<file path="config.mk">
export PLATFORM = sky130hd
export DESIGN_NAME = au_bit_serial_adder_flat
export DESIGN_NICKNAME = d
export VERILOG_FILES = /design/src/rtl/au_bit_serial_adder_if.sv /design/src/rtl/au_bit_serial_adder.sv /design/src/flat_wrapper.sv
export SDC_FILE = /design/constraint.sdc
export NUM_CORES = 1
export LEC_CHECK = 0
export ABC_AREA = 1
export CORE_MARGIN = 4
export CORE_UTILIZATION = 50
export CTS_CLUSTER_SIZE = 30
export DETAILED_ROUTE_END_ITERATION = 10
export MAX_ROUTING_LAYER = met4
export PLACE_DENSITY_LB_ADDON = 0.25
export REMOVE_ABC_BUFFERS = 1
export SLEW_MARGIN = 20
export SYNTH_ARGS = -nofsm -noshare
export SYNTH_HDL_FRONTEND = slang
export SYNTH_SLANG_ARGS = --single-unit
</file>
<file path="constraint.sdc">
create_clock -name clk -period 1.89 [get_ports clk]
set_input_delay 0.189 -clock clk [delete_from_list [all_inputs] [get_ports clk]]
set_output_delay 0.189 -clock clk [all_outputs]
set_load 0.05 [all_outputs]
</file>
<file path="src/rtl/au_bit_serial_adder_if.sv">
// Operand/result handshake bundle for au_bit_serial_adder.
// The sub signal exists only when AU_BIT_SERIAL_ADDER_SUB_EN is defined.
interface au_bit_serial_adder_if #(
    parameter int unsigned WIDTH = 8
);
    logic             in_valid;
    logic             in_ready;
    logic [WIDTH-1:0] a;
    logic [WIDTH-1:0] b;
    logic             ci;
`ifdef AU_BIT_SERIAL_ADDER_SUB_EN
    logic             sub;
`endif
    logic             out_valid;
    logic             out_ready;
    logic [WIDTH-1:0] s;
    logic             co;

    modport master (
        output in_valid, a, b, ci, out_ready,
`ifdef AU_BIT_SERIAL_ADDER_SUB_EN
               sub,
`endif
        input  in_ready, out_valid, s, co
    );

    modport slave (
        input  in_valid, a, b, ci, out_ready,
`ifdef AU_BIT_SERIAL_ADDER_SUB_EN
               sub,
`endif
        output in_ready, out_valid, s, co
    );
endinterface

</file>
<file path="src/rtl/au_bit_serial_adder.sv">
// Bit-serial adder: one full-adder cell plus shift registers, LSB first, WIDTH cycles per sum.
// Optional AU_BIT_SERIAL_ADDER_SUB_EN adds a sub input selecting a - b.
module au_bit_serial_adder #(
    parameter int unsigned WIDTH = 8
) (
    input  logic                  clk,
    input  logic                  rst,
    au_bit_serial_adder_if.slave  bus
);
    localparam int unsigned CW   = $clog2(WIDTH + 1);
    localparam int unsigned LAST = WIDTH - 1;

    typedef enum logic [1:0] {
        IDLE,
        BUSY,
        DONE
    } state_t;

    state_t           state;
    logic [CW-1:0]    count;
    logic [WIDTH-1:0] a_sr;
    logic [WIDTH-1:0] b_sr;
    logic [WIDTH-1:0] sum_sr;
    logic             carry;
    logic             co_q;
    logic             in_ready_q;
    logic             out_valid_q;

    logic             sum_bit;
    logic             carry_nxt;
    logic [WIDTH:0]   sum_cat;
    logic [WIDTH-1:0] b_load;
    logic             carry_load;

    // Single full-adder cell; the new sum bit enters the sum register at the MSB.
    always_comb begin
        sum_bit   = a_sr[0] ^ b_sr[0] ^ carry;
        carry_nxt = (a_sr[0] & b_sr[0]) | (a_sr[0] & carry) | (b_sr[0] & carry);
        sum_cat   = {sum_bit, sum_sr};
    end

    // Subtraction is a + ~b + 1, so only the load path changes.
`ifdef AU_BIT_SERIAL_ADDER_SUB_EN
    always_comb begin
        b_load     = bus.b;
        carry_load = bus.ci;
        if (bus.sub) begin
            b_load     = ~bus.b;
            carry_load = 1'b1;
        end
    end
`else
    always_comb begin
        b_load     = bus.b;
        carry_load = bus.ci;
    end
`endif

    always_ff @(posedge clk or posedge rst) begin
        if (rst) begin
            state       <= IDLE;
            count       <= '0;
            a_sr        <= '0;
            b_sr        <= '0;
            sum_sr      <= '0;
            carry       <= 1'b0;
            co_q        <= 1'b0;
            in_ready_q  <= 1'b1;
            out_valid_q <= 1'b0;
        end else begin
            case (state)
                IDLE: begin
                    if (bus.in_valid) begin
                        a_sr       <= bus.a;
                        b_sr       <= b_load;
                        carry      <= carry_load;
                        count      <= '0;
                        in_ready_q <= 1'b0;
                        state      <= BUSY;
                    end
                end
                BUSY: begin
                    a_sr   <= a_sr >> 1;
                    b_sr   <= b_sr >> 1;
                    sum_sr <= sum_cat[WIDTH:1];
                    carry  <= carry_nxt;
                    count  <= count + CW'(1);
                    if (count == CW'(LAST)) begin
                        co_q        <= carry_nxt;
                        out_valid_q <= 1'b1;
                        state       <= DONE;
                    end
                end
                DONE: begin
                    if (bus.out_ready) begin
                        out_valid_q <= 1'b0;
                        in_ready_q  <= 1'b1;
                        state       <= IDLE;
                    end
                end
                default: begin
                    state <= IDLE;
                end
            endcase
        end
    end

    assign bus.in_ready  = in_ready_q;
    assign bus.out_valid = out_valid_q;
    assign bus.s         = sum_sr;
    assign bus.co        = co_q;
endmodule
</file>
<file path="src/flat_wrapper.sv">
// flat-port wrapper written by rule: the top's interface ports become plain ports
module au_bit_serial_adder_flat 
#(
    parameter int unsigned WIDTH = 8
)
  (clk, rst, bus_in_valid, bus_a, bus_b, bus_ci, bus_out_ready, bus_in_ready, bus_out_valid, bus_s, bus_co);
  au_bit_serial_adder_if #(.WIDTH(WIDTH)) bus_i ();
  input  logic clk;
  input  logic rst;
  input wire logic [$bits(bus_i.in_valid)-1:0] bus_in_valid;
  input wire logic [$bits(bus_i.a)-1:0] bus_a;
  input wire logic [$bits(bus_i.b)-1:0] bus_b;
  input wire logic [$bits(bus_i.ci)-1:0] bus_ci;
  input wire logic [$bits(bus_i.out_ready)-1:0] bus_out_ready;
  output wire logic [$bits(bus_i.in_ready)-1:0] bus_in_ready;
  output wire logic [$bits(bus_i.out_valid)-1:0] bus_out_valid;
  output wire logic [$bits(bus_i.s)-1:0] bus_s;
  output wire logic [$bits(bus_i.co)-1:0] bus_co;
  assign bus_i.in_valid = bus_in_valid;
  assign bus_i.a = bus_a;
  assign bus_i.b = bus_b;
  assign bus_i.ci = bus_ci;
  assign bus_i.out_ready = bus_out_ready;
  assign bus_in_ready = bus_i.in_ready;
  assign bus_out_valid = bus_i.out_valid;
  assign bus_s = bus_i.s;
  assign bus_co = bus_i.co;
  au_bit_serial_adder #(.WIDTH(WIDTH)) u_core (.clk(clk), .rst(rst), .bus(bus_i));
endmodule
</file>
==> flow_metrics.tcl <==
set metrics [dict create \
    status "finished, final reports clean" \
    syn_inst 202 \
    yosysSeqAreaShare_pct 53.50 \
    hpwl_mm 2.217 \
    worst_pin_slew_ns 0.5144 \
    final_net_count 259 \
    worst_ir_drop_vdd_v 0.0006892 \
    cts_hold_buf 0 \
    dr.pass1.iters 4 \
    final-setup-viol-count 0 \
    final_hold_viol_count 0 \
    leakagePower_nw 1.054 \
    cts_resized 0 \
    track_usage_pct 16.36 \
    power.density_nw_per_um2 1612 \
    ys_async_sr_fraction_pct 100.0 \
    fillers 279 \
    slowest_delay_ns 0.82 \
    synth_top_area_cell "dfrtp_1" \
    ys_ff_latch 34 \
    drive_above_1_share_pct 8.017 \
    crit_family "buffers and inverters" \
    avgSynthCellArea_um2 7.885 \
    final_core_util_pct 65.41 \
    path_buf_inv 1 \
    grt_pass1_vias 1168 \
    fin_crit_ns 1.715 \
    antenna_left 0 \
    synth_area_leaders "dfrtp_1 (52%), nand2_1 (27%), nand3_1 (5.7%), o21ai_1 (2.2%), buf_6 (2.1%)" \
    period_share_pct 90.72 \
    cp_cell_sequence "clkdlybuf4s50_1" \
    syn-cell-area_um2 1593 \
    ys.flop_type "dfrtp_1" \
    slew_headroom_pct 65.67 \
    cp.required_ns 1.70 \
    endpoint_kind "primary output" \
    synth_top_area_share_pct 51.85 \
    synth_cell_types 17 \
    finalMaxSlewViolations 0 \
    worstRegToRegCells 4 \
    critPathKind "reg2out" \
    overflow 0 \
    final_common_cell "nand2_1" \
    fin_tns_setup_ns 0 \
    remaining_drc_errors 0 \
    clkLatencyLatePin_ns 0.33 \
    crit_fanout 3 \
    grt_first_pass_wirelength_mm 5.209 \
    wl_per_cell_um 10.92 \
    place.gp.congestion 0.8178 \
    grt_max_degree 24 \
    r2r_end "u_core.b_sr[4]$_DFFE_PP0P_" \
    core_um2 3053 \
    mostFrequentLayoutCells "nand2_1 (116), dfrtp_1 (33), clkdlybuf4s50_1 (30)" \
    dp_slack_ns 0.4441 \
    regArea_um2 852.1 \
    fp.dieArea_um2 4153 \
    reg2reg_from "u_core.state[0]$_DFFE_PP0P_" \
    chipHeight_um 64.44 \
    initial_core_util_pct 52.17 \
    n_antenna_cell 0 \
    ios 32 \
    crit_path_top_delay_cell "clkdlybuf4s50_1" \
    clk_pin_slew_ns 0.11 \
    h-tree-depth 2 \
    routed_wl_mm 3.069 \
    multiInputGateArea_um2 641.9 \
    hp-class "in2async" \
    via_count 1331 \
    fp-row-count 20 \
    clock-root-buffer "clkbuf_4" \
    clock.fmax_ghz 0.5832 \
    cts_tree "done" \
    synth_edf_count 0 \
    maxCapViolCount 0 \
    post_cts_buffers 0 \
    avgViaCountPerCell 4.737 \
    numCtsBuffers 5 \
    die_w_um 64.44 \
    clock-sinks 34 \
    antenna_found_initial 0 \
    fin_hold_ws_ns 0.1757 \
    clk_path_buf_depth 2 \
    ys_warn_count 0 \
    worstPathArrival_ns 1.53 \
    drt-initial-drc-count 79 \
    final.setup_skew_ns 0.01636 \
    syn_to_final_growth_pct 25.37 \
    reg2reg_slack_ns 0.47 \
    io_buffers 31 \
    startpoint_type "register" \
    rsz0062_at_grt "false" \
    worst_slack_ns 0.1753 \
]
[per-stage QoR]
stage / total power, mW / instances / cell area (µm²)
floorplan: 2.327 / 193 / 1524
global placement: 2.781 / 273 / 1937
detailed placement: 2.830 / 273 / 1937
CTS: 3.247 / 281 / 1997
global route: 3.487 / 281 / 1997
finish: 3.219 / 281 / 1997
[report_power, final]
part / total, mW / switching (mW) / internal (mW)
combinational: 1.54 / 0.990 / 0.552
clock: 0.413 / 0.232 / 0.180
sequential: 1.26 / 0.227 / 1.04
[Yosys cell counts (2+ instances only)]
library cell and count:
inv_1 5, dfrtp_1 33, inv_2 3, nand3_1 18
buf_6 3, buf_4 2, buf_2 4, o21ai_1 7
nand2_1 116, nor2_1 4
[layer usage]
metal	track usage, %	routed length (µm)	part of all wire (%)
met3	4.159	148	4.8
met1	22.17	1435	47
met5	-	0	0
met4	6.332	37	1.2
met2	23.71	1447	47
[worst max-delay path by stage]
stage / slack (ns) / end / cells after the start / from
floorplan: 0.28 / u_core.a_sr[0]$_DFFE_PP0P_ / 4 / u_core.state[0]$_DFFE_PP0P_
global placement: 0.51 / u_core.b_sr[4]$_DFFE_PP0P_ / 5 / bus_in_valid
detailed placement: 0.44 / u_core.b_sr[4]$_DFFE_PP0P_ / 5 / bus_in_valid
CTS: 0.15 / bus_s[3] / 1 / u_core.bus.s[3]$_DFFE_PP0P_
global route: 0.11 / bus_s[3] / 1 / u_core.bus.s[3]$_DFFE_PP0P_
finish: 0.18 / bus_s[3] / 1 / u_core.bus.s[3]$_DFFE_PP0P_
[flip-flops by register name, indices dropped and copies added (netlist names)]
register,count
u_core.bus.in_ready,1
u_core.carry,1
u_core.bus.co,1
u_core.bus.out_valid,1
u_core.bus.s,8
u_core.b_sr,8
u_core.state,2
u_core.a_sr,8
u_core.count,4
[cells by family (layout without fill, tap and decap cells)]
group	after synthesis	after routing	share of synthesized area, %
compound gates	9	9	3.221
simple gates	140	140	35.04
buf+inv	17	52	6.206
flops	34	34	53.50
fa+ha+maj	2	2	2.042
[area by class of cell]
cell class	instances	area share (%)
clock inverter	1	0.2506
timing repair buffer	36	17.92
multi-input combinational	151	32.14
inverter	8	1.504
tap	44	2.757
clock buffer	7	2.757
sequential	34	42.67
(Power assumes the default switching activity.)
